[src/rtl/div.sv]
// -----------------------------------------------------------------------------
// div : iterative RV32M divider (DIV, DIVU, REM, REMU)
//
// Radix-2 restoring divider producing one quotient bit per clock. Only one
// operation is in flight at a time. The result leaves as a writeback pulse that
// carries the destination register, the instruction tag and the instruction
// word.
//
// Ports
//   clk            in   core clock
//   rstn           in   synchronous active-low reset
//   freeze         in   pipeline freeze, holds every register while high
//   div_ctrl       in   decode bundle (legal, div, rem, unsign, rs1_data,
//                       rs2_data, rd_addr, instr_tag, instr)
//   out            out  quotient or remainder
//   out_rd_addr    out  destination register of the completing op
//   out_rd_wr_en   out  writeback strobe, high in the DONE state only
//   instr_tag_out  out  tag of the completing op
//   instr_out      out  instruction word of the completing op
//   div_busy       out  high in CALC and FIX; upstream must not issue then
//   dbg_state_o    out  current FSM state (IDLE=0, CALC=1, FIX=2, DONE=3)
//
// Handshake: an op is accepted in any cycle where div_ctrl.legal and
// div_ctrl.div are high, freeze is low and div_busy is low. No ready/stall
// is returned; an op offered while div_busy is high is dropped. The result is
// valid exactly while out_rd_wr_en is high.
//
// Optional feature (macro DIV_EARLY_OUT_EN): a zero divisor or the signed
// overflow case is recognised at accept time. The op then runs a single CALC
// cycle and writes back three cycles after issue instead of XLEN+2.
//
// XLEN normally comes from global.svh; a 32-bit fallback is provided here.
// -----------------------------------------------------------------------------
`ifndef XLEN
`define XLEN 32
`endif

`ifndef IDU1_OUT_T_DEFINED
`define IDU1_OUT_T_DEFINED
typedef struct packed {
   logic              legal;
   logic              div;
   logic              rem;
   logic              unsign;
   logic [`XLEN-1:0]  rs1_data;
   logic [`XLEN-1:0]  rs2_data;
   logic [4:0]        rd_addr;
   logic [`XLEN-1:0]  instr_tag;
   logic [31:0]       instr;
} idu1_out_t;
`endif

module div (
   input  logic              clk,
   input  logic              rstn,
   input  logic              freeze,
   input  idu1_out_t         div_ctrl,
   output logic [`XLEN-1:0]  out,
   output logic [4:0]        out_rd_addr,
   output logic              out_rd_wr_en,
   output logic [`XLEN-1:0]  instr_tag_out,
   output logic [31:0]       instr_out,
   output logic              div_busy,
   output logic [1:0]        dbg_state_o
);

   localparam int XLEN = `XLEN;
   localparam int CW   = $clog2(XLEN);
   localparam logic [XLEN-1:0] INT_MIN = {1'b1, {(XLEN-1){1'b0}}};

   typedef enum logic [1:0] {IDLE = 2'd0, CALC = 2'd1, FIX = 2'd2, DONE = 2'd3} state_t;

   state_t            state_q, state_d;
   logic [CW-1:0]     count_q, count_d;
   logic [XLEN:0]     prem_q, prem_d;        // partial remainder
   logic [XLEN-1:0]   quot_q, quot_d;        // dividend shifting out, quotient shifting in
   logic [XLEN-1:0]   divisor_q, divisor_d;
   logic [XLEN-1:0]   rs1_q, rs1_d;          // raw dividend, remainder of a divide-by-zero
   logic              qsign_q, qsign_d;
   logic              rsign_q, rsign_d;
   logic              rem_q, rem_d;
   logic              div0_q, div0_d;
   logic              ovf_q, ovf_d;
   logic [4:0]        rd_q, rd_d;
   logic [XLEN-1:0]   tag_q, tag_d;
   logic [31:0]       instr_q, instr_d;
   logic [XLEN-1:0]   out_q, out_d;
   logic [4:0]        out_rd_q, out_rd_d;
   logic [XLEN-1:0]   out_tag_q, out_tag_d;
   logic [31:0]       out_instr_q, out_instr_d;

   logic              accept;
   logic              neg1, neg2;
   logic              in_div0, in_ovf;
   logic [XLEN+1:0]   shifted, trial;
   logic [XLEN-1:0]   q_fix, r_fix, res;

   assign accept  = div_ctrl.legal & div_ctrl.div & ~freeze &
                    ((state_q == IDLE) | (state_q == DONE));
   assign neg1    = ~div_ctrl.unsign & div_ctrl.rs1_data[XLEN-1];
   assign neg2    = ~div_ctrl.unsign & div_ctrl.rs2_data[XLEN-1];
   assign in_div0 = (div_ctrl.rs2_data == '0);
   assign in_ovf  = ~div_ctrl.unsign & (div_ctrl.rs1_data == INT_MIN) &
                    (div_ctrl.rs2_data == '1);

   // prem is always below the divisor, so the shifted value fits in XLEN+1
   // bits and bit XLEN+1 of the difference is a clean borrow flag.
   assign shifted = {prem_q, quot_q[XLEN-1]};
   assign trial   = shifted - {2'b00, divisor_q};

   assign q_fix = qsign_q ? -quot_q : quot_q;
   assign r_fix = rsign_q ? -prem_q[XLEN-1:0] : prem_q[XLEN-1:0];

   always_comb begin
      res = rem_q ? r_fix : q_fix;
      if (div0_q) begin
         res = rem_q ? rs1_q : '1;
      end else if (ovf_q) begin
         res = rem_q ? '0 : INT_MIN;
      end
   end

   always_comb begin
      state_d     = state_q;
      count_d     = count_q;
      prem_d      = prem_q;
      quot_d      = quot_q;
      divisor_d   = divisor_q;
      rs1_d       = rs1_q;
      qsign_d     = qsign_q;
      rsign_d     = rsign_q;
      rem_d       = rem_q;
      div0_d      = div0_q;
      ovf_d       = ovf_q;
      rd_d        = rd_q;
      tag_d       = tag_q;
      instr_d     = instr_q;
      out_d       = out_q;
      out_rd_d    = out_rd_q;
      out_tag_d   = out_tag_q;
      out_instr_d = out_instr_q;

      if (!freeze) begin
         case (state_q)
            CALC: begin
               if (!trial[XLEN+1]) begin
                  prem_d = trial[XLEN:0];
                  quot_d = {quot_q[XLEN-2:0], 1'b1};
               end else begin
                  prem_d = shifted[XLEN:0];
                  quot_d = {quot_q[XLEN-2:0], 1'b0};
               end
               count_d = count_q + 1'b1;
               if (count_q == CW'(XLEN-1)) state_d = FIX;
            end
            FIX: begin
               out_d       = res;
               out_rd_d    = rd_q;
               out_tag_d   = tag_q;
               out_instr_d = instr_q;
               state_d     = DONE;
            end
            DONE:    state_d = IDLE;
            default: state_d = state_q;
         endcase

         // Accept overrides the IDLE/DONE transitions above.
         if (accept) begin
            divisor_d = neg2 ? -div_ctrl.rs2_data : div_ctrl.rs2_data;
            quot_d    = neg1 ? -div_ctrl.rs1_data : div_ctrl.rs1_data;
            rs1_d     = div_ctrl.rs1_data;
            qsign_d   = neg1 ^ neg2;
            rsign_d   = neg1;
            rem_d     = div_ctrl.rem;
            div0_d    = in_div0;
            ovf_d     = in_ovf;
            rd_d      = div_ctrl.rd_addr;
            tag_d     = div_ctrl.instr_tag;
            instr_d   = div_ctrl.instr;
            prem_d    = '0;
            count_d   = '0;
            state_d   = CALC;
`ifdef DIV_EARLY_OUT_EN
            // Result is forced in FIX anyway; one CALC cycle is enough.
            if (in_div0 | in_ovf) count_d = CW'(XLEN-1);
`endif
         end
      end
   end

   always_ff @(posedge clk) begin
      if (!rstn) begin
         state_q     <= IDLE;
         count_q     <= '0;
         prem_q      <= '0;
         quot_q      <= '0;
         divisor_q   <= '0;
         rs1_q       <= '0;
         qsign_q     <= 1'b0;
         rsign_q     <= 1'b0;
         rem_q       <= 1'b0;
         div0_q      <= 1'b0;
         ovf_q       <= 1'b0;
         rd_q        <= '0;
         tag_q       <= '0;
         instr_q     <= '0;
         out_q       <= '0;
         out_rd_q    <= '0;
         out_tag_q   <= '0;
         out_instr_q <= '0;
      end else begin
         state_q     <= state_d;
         count_q     <= count_d;
         prem_q      <= prem_d;
         quot_q      <= quot_d;
         divisor_q   <= divisor_d;
         rs1_q       <= rs1_d;
         qsign_q     <= qsign_d;
         rsign_q     <= rsign_d;
         rem_q       <= rem_d;
         div0_q      <= div0_d;
         ovf_q       <= ovf_d;
         rd_q        <= rd_d;
         tag_q       <= tag_d;
         instr_q     <= instr_d;
         out_q       <= out_d;
         out_rd_q    <= out_rd_d;
         out_tag_q   <= out_tag_d;
         out_instr_q <= out_instr_d;
      end
   end

   assign out           = out_q;
   assign out_rd_addr   = out_rd_q;
   assign instr_tag_out = out_tag_q;
   assign instr_out     = out_instr_q;
   assign out_rd_wr_en  = (state_q == DONE);
   assign div_busy      = (state_q == CALC) | (state_q == FIX);
   assign dbg_state_o   = state_q;

endmodule

[config.mk]
export PLATFORM = sky130hd
export DESIGN_NAME = div
export DESIGN_NICKNAME = d
export VERILOG_FILES = /design/src/rtl/div.sv
export SDC_FILE = /design/constraint.sdc
export NUM_CORES = 1
export LEC_CHECK = 0
export CAP_MARGIN = 5
export CORE_UTILIZATION = 30
export DETAILED_ROUTE_END_ITERATION = 10
export GPL_ROUTABILITY_DRIVEN = 0
export PLACE_DENSITY_LB_ADDON = 0.15
export SYNTH_ARGS = -nofsm -noshare
export SYNTH_HDL_FRONTEND = slang
export SYNTH_SLANG_ARGS = --single-unit
[constraint.sdc]
create_clock -name clk -period 2.7 [get_ports clk]
set_clock_uncertainty 0.15 [all_clocks]
set_input_delay 0.54 -clock clk [delete_from_list [all_inputs] [get_ports clk]]
set_output_delay 0.54 -clock clk [all_outputs]
set_load 0.02 [all_outputs]
# Word-level counts from Yosys, hierarchy flattened

Index checks and enable logic that the tools add are counted.

Multipliers: 0
Order comparisons: 0
Mux-type cells: 20
Shift operators: 0
Divide/modulo/power cells: 0
Reduce and logical (&&, ||, !) cells: 8
Add/sub/neg operators: 6
Eq/ne operators: 7
Bitwise operators: 12

Operator list:

| cell                   | number |
|---|---|
| $mux W32               | 11 |
| $neg A32 Y32           | 4 |
| $mux W33               | 3 |
| $eq A32 B32 Y1 const B | 2 |
| $sub A34 B32 Y34       | 1 |
| $logic_not A32 Y1      | 1 |
| $mux W5                | 2 |
| $and A1 B1 Y1          | 7 |
| $pmux W2 S3            | 1 |
| $reduce_and A2 Y1      | 3 |
| $add A5 B1 Y5 const B  | 1 |
| $eq A5 B5 Y1 const B   | 1 |
| $eq A2 B2 Y1 const B   | 2 |
| $mux W2                | 2 |
| $reduce_bool A4 Y1     | 1 |
| $ne A3 B3 Y1 const B   | 1 |
| $reduce_and A3 Y1      | 1 |
| $eq A2 B1 Y1 const B   | 1 |
| $logic_not A2 Y1       | 1 |
| $not A1 Y1             | 2 |
| $or A1 B1 Y1           | 2 |
| $reduce_bool A2 Y1     | 1 |
| $mux W1                | 1 |
| $xor A1 B1 Y1          | 1 |

Logic and storage cells: 71
Latch bits: 0
Output and inout port bits: 105
RAM bits: 0
Bits of input ports: 140
Memories: 0
ROM bits: 0
Register bits: 311

# Depth between registers and ports, before layout

Depth after elaboration: 5
Mapped depth: 14
Mapped depth without buffers: 13

# Worst setup path after synthesis

OpenSTA, ideal clock, no wires.

Kind: register to register
Start point: register prem_q[17]
End point: register prem_q[24]
Data required time: 2.413 ns
Path slack: -0.264 ns
Stages on the path, launching flop included: 13
Arrival time: 2.676 ns
Period minus slack after synthesis: 2.964 ns
Path buffers: 3
Path through: dfxtp_1 -> ha_1 -> clkbuf_1 -> a21oi_1 -> o21ai_0 -> a221o_1 -> a21oi_1 -> mux2i_1 -> and2_1 -> buf_2 -> buf_4 -> mux2i_1 -> a211oi_1

Word-level cells in the longest chain between the ends: 4

RTL lines:

| element                | RTL line | text |
|---|---|---|
| from (decl)            | 75       | `logic [XLEN:0] prem_q, prem_d;` |
| from (signal assigned) | 214      | `prem_q <= prem_d;` |
| $sub A34 B32 Y34       | 109      | `assign trial = shifted - {2'b00, divisor_q};` |
| $mux W33               | 146      | `if (!trial[XLEN+1]) begin` |
| $mux W33               | 144      | `case (state_q)` |
| $mux W33               | 168      | `if (accept) begin` |

Every way passes these cells. The select of a mux whose other input is x is not followed.
A chain may end at the register's enable or synchronous reset.

# Worst setup path in the final report

Start point: register divisor_q[1]
End point: register prem_q[20]

Word-level cells in the longest chain between the ends: 4

RTL lines:

| element                | RTL line | text |
|---|---|---|
| from (decl)            | 77       | `logic [XLEN-1:0] divisor_q, divisor_d;` |
| from (signal assigned) | 216      | `divisor_q <= divisor_d;` |
| $sub A34 B32 Y34       | 109      |  |
| $mux W33               | 146      |  |
| $mux W33               | 144      |  |
| $mux W33               | 168      |  |

Every way passes these cells. The select of a mux whose other input is x is not followed.

==> impl_metrics.py <==
metrics = {
    "run_status": {
        "outcome": "complete, but fails checks",
        "violations": "negative setup slack",
    },
    "synth": {
        "syn_area_um2": 16400,
        "ys_seq_area_share_pct": 38.0,
        "ys_warn_count": 0,
        "netlist_instances": 2179,
        "synth_fp_nets": 2364,
        "synth_edf_count": 0,
        "synthDistinctLibCells": 65,
        "synth_area_per_cell_um2": 7.52,
        "async_reset_ff_share_pct": 0,
        "synthFlopType": "dfxtp_1",
        "ys_ff_latch": 311,
    },
    "worst_setup_path": {
        "cp-end-kind": "flip-flop",
        "worst_setup_path_start_kind": "flip-flop",
        "crit_chain": "inv_2, ha_1, nand2b_1, a21oi_2, o211ai_1, nand2_2, a21oi_4, mux2i_4, and2_4, buf_12, buf_16, mux2i_1, a21oi_1",
        "worst_path_largest_cell_delay_ns": 0.34,
        "critPathKind": "flip-flop to flip-flop",
        "path_max_fanout": 8,
        "cp_data_required_time_ns": 3.00,
        "cp_slowest_cell": "dfxtp_2",
        "reg2reg_slack_ns": -0.24,
        "arrival_ns": 3.24,
    },
    "cts": {
        "cts_buffer_depth": 3,
        "cts_tree": "built",
        "cts_sinks": 311,
        "clkTransAtPathRegs_ns": 0.06,
        "h-tree-depth": 2,
        "insertion_delay_ns": 0.56,
        "cts_buffers": 38,
        "ctsHoldBuffers": 0,
        "clock-root-buffer": "clkbuf_16",
    },
    "sta": {
        "setup_tns_ns": -6.10,
        "worstMarginPinSlew_ns": 0.866,
        "rsz0062_at_grt": "true",
        "final_max_slew_viol_count": 0,
        "holdWs_ns": 0.279,
        "post-route-min-period_ns": 2.94,
        "finalSetupViolCount": 46,
        "max_slew_margin_pct": 41.7,
        "fmax_ghz": 0.340,
        "hold_viol_final": 0,
        "setup_ws_ns": -0.241,
        "period_share_pct": 109,
    },
    "detailed_routing": {
        "wirelength_um": 60500,
        "post_drt_wl_per_cell_um": 17.8,
        "vias": 17168,
        "drtIter0Drc": 1155,
        "viasPerCell": 5.05,
        "route.detailed.drc": 0,
        "drt_pass1_iterations": 7,
        "antenna_left": 0,
    },
    "layout": {
        "seq_area_um2": 6260,
        "syn2layout_area_growth_pct": 51.2,
        "final_area_um2": 24800,
        "fin_nets": 2864,
        "multi_input_area_um2": 10600,
        "num-fill-cells": 5308,
        "final_util_pct": 46.0,
        "layout-drive-gt1-share_pct": 24.0,
        "instances_no_fill": 3402,
    },
    "global_routing": {
        "grt_pass1_wl_um": 93300,
        "grtUsageMet2_pct": 34.4,
        "busiest_layer": "met2",
        "met1_usage_pct": 28.6,
        "grt_pass1_vias": 16330,
        "antenna_found_initial": 2,
        "met3_usage_pct": 2.49,
        "grt_use_total_pct": 21.1,
        "grt_max_degree": 134,
        "grt-ovfl-total": 0,
    },
    "pwr": {
        "power.total_mw": 14.1,
        "p_per_area_nw_per_um2": 570,
        "leakage_nw": 9.23,
        "irDropWorstVdd_uv": 310,
    },
    "job": {
        "maxCapViolCount": 0,
    },
    "die": {
        "num_rows": 85,
        "core_um2": 53900,
        "dieArea_um2": 55600,
        "dieWidth_um": 236,
        "fp.dieH_um": 236,
        "start_util_pct": 30.4,
        "ios": 245,
    },
    "min_path": {
        "hold_path.class": "primary input to flip-flop",
    },
    "place": {
        "dpl.hpwl_um": 43500,
        "place_area_um2": 22000,
        "port_buffers": 244,
        "pre_cts_ws_ns": -0.696,
        "placed_cells": 3296,
    },
}
-- power by group --
group          switching, mW  internal [mW]  total (mW)
Combinational           2.11           1.98        4.09
Sequential             0.111           4.75        4.86
Clock                   2.04           3.15        5.19
Total                   4.27           9.87        14.1
-- synthesized netlist by cell type (all sizes together), types with 2 or more instances --
| master | n | area (µm²) |
|---|---|---|
| mux2i | 13 | 130 |
| a221o | 6 | 60.1 |
| xnor2 | 67 | 587 |
| buf | 23 | 98.8 |
| a211oi | 35 | 263 |
| nand4b | 2 | 17.5 |
| nand3 | 23 | 115 |
| a31oi | 18 | 113 |
| a311oi | 48 | 420 |
| a41oi | 2 | 17.5 |
| nand4 | 18 | 113 |
| nor4 | 18 | 128 |
| o221ai | 3 | 26.3 |
| inv | 60 | 225 |
| nor2b | 9 | 56.3 |
| nor3b | 2 | 15.0 |
| a21oi | 266 | 1330 |
| or3 | 19 | 119 |
| o31a | 3 | 26.3 |
| or2 | 5 | 31.3 |
| nand2b | 25 | 164 |
| o31ai | 38 | 295 |
| clkbuf | 129 | 484 |
| and3 | 6 | 37.5 |
| o21ai | 110 | 551 |
| ha | 44 | 551 |
| a31o | 3 | 26.3 |
| o41ai | 12 | 128 |
| a21o | 14 | 105 |
| o22ai | 18 | 113 |
| dfxtp | 311 | 6230 |
| nor2 | 141 | 529 |
| nand3b | 2 | 15.0 |
| o311ai | 3 | 26.3 |
| and2 | 3 | 18.8 |
| nor3 | 25 | 136 |
| o21ba | 4 | 40.0 |
| o211ai | 15 | 118 |
| or4 | 12 | 101 |
| nand2 | 527 | 1980 |
| xor2 | 78 | 683 |
| mux2 | 2 | 22.5 |
| o21bai | 7 | 52.6 |
| a22oi | 2 | 15.0 |
-- state kept, by name (all words and copies together) (netlist names) --
signal and count:
out 32, divisor_q 32, dbg_state_o 2, tag_q 32, instr_tag_out 32, qsign_q 1
rs1_q 32, instr_q 32, instr_out 32, rd_q 5, quot_q 32, div0_q 1
out_rd_addr 5, prem_q 33, rsign_q 1, rem_q 1, ovf_q 1, count_q 5
-- critical path, delay by kind of cell (launching register included) --
| family | cells | cell delay [ns] |
|---|---|---|
| compound gates | 4 | 0.73 |
| buf+inv | 3 | 0.33 |
| mux | 2 | 0.51 |
| fa+ha+maj | 1 | 0.29 |
| flops | 1 | 0.34 |
| simple gates | 3 | 0.49 |
-- timing repair --
action / in CTS / in global routing
setup buffers: 22 / 18
cloned: 3 / 0
pin swaps: 48 / 114
setup endpoints to repair: 57 / 62
gates resized for setup: 86 / 177
-- logic make-up (layout without fill, tap and decap cells) --
logic type | count (synthesis) | count (layout) | synth area share (%)
xor gates and xnor gates | 145 | 145 | 7.75
AOI/OAI and AO/OA | 612 | 612 | 23.0
adders and majority gates | 45 | 45 | 3.48
DFF | 311 | 311 | 38.0
buffers and inverters | 212 | 738 | 4.93
muxes | 15 | 15 | 0.931
and+or+nand+nor | 839 | 839 | 21.9
other | 0 | 1 | 0
-- metal layers --
layer / up-vias / share of wire (%)
met5: - / 0
met1: 8093 / 45
met4: 0 / 2.3
met3: 73 / 4.7
li1: 8560 / -
met2: 442 / 48
-- placed cells by master (no fill, tap or decap), drive strengths merged, types with 13 or more instances in the layout --
master / instances
o211ai: 15
clkbuf: 59
nor2: 141
xor2: 78
a21oi: 266
o21ai: 110
nor4: 18
a31oi: 18
clkdlybuf4s50: 233
mux2i: 13
ha: 44
buf: 368
a21o: 14
o22ai: 18
o31ai: 38
nand2b: 25
xnor2: 67
inv: 61
nand3: 23
nand4: 18
dfxtp: 311
a311oi: 48
nor3: 25
or3: 19
a211oi: 35
nand2: 527
-- final timing paths --
path,to,startpoint,depth (start not counted)
setup / recovery,prem_q[20],divisor_q[1],13
hold / removal,rs1_q[19],div_ctrl[120],4
setup reg to reg,prem_q[20],divisor_q[1],13
hold reg to reg,instr_out[14],instr_q[14],2
-- area by class of cell --
| cell class | count | area share [%] |
|---|---|---|
| sequential | 311 | 25.3 |
| tap | 696 | 3.51 |
| timing repair buffer | 612 | 22.5 |
| clock inverter | 9 | 0.616 |
| antenna | 1 | 0.0101 |
| inverter | 60 | 0.949 |
| clock buffer | 57 | 4.37 |
| multi-input combinational | 1656 | 42.8 |
Power figures use the tool's default switching activity.
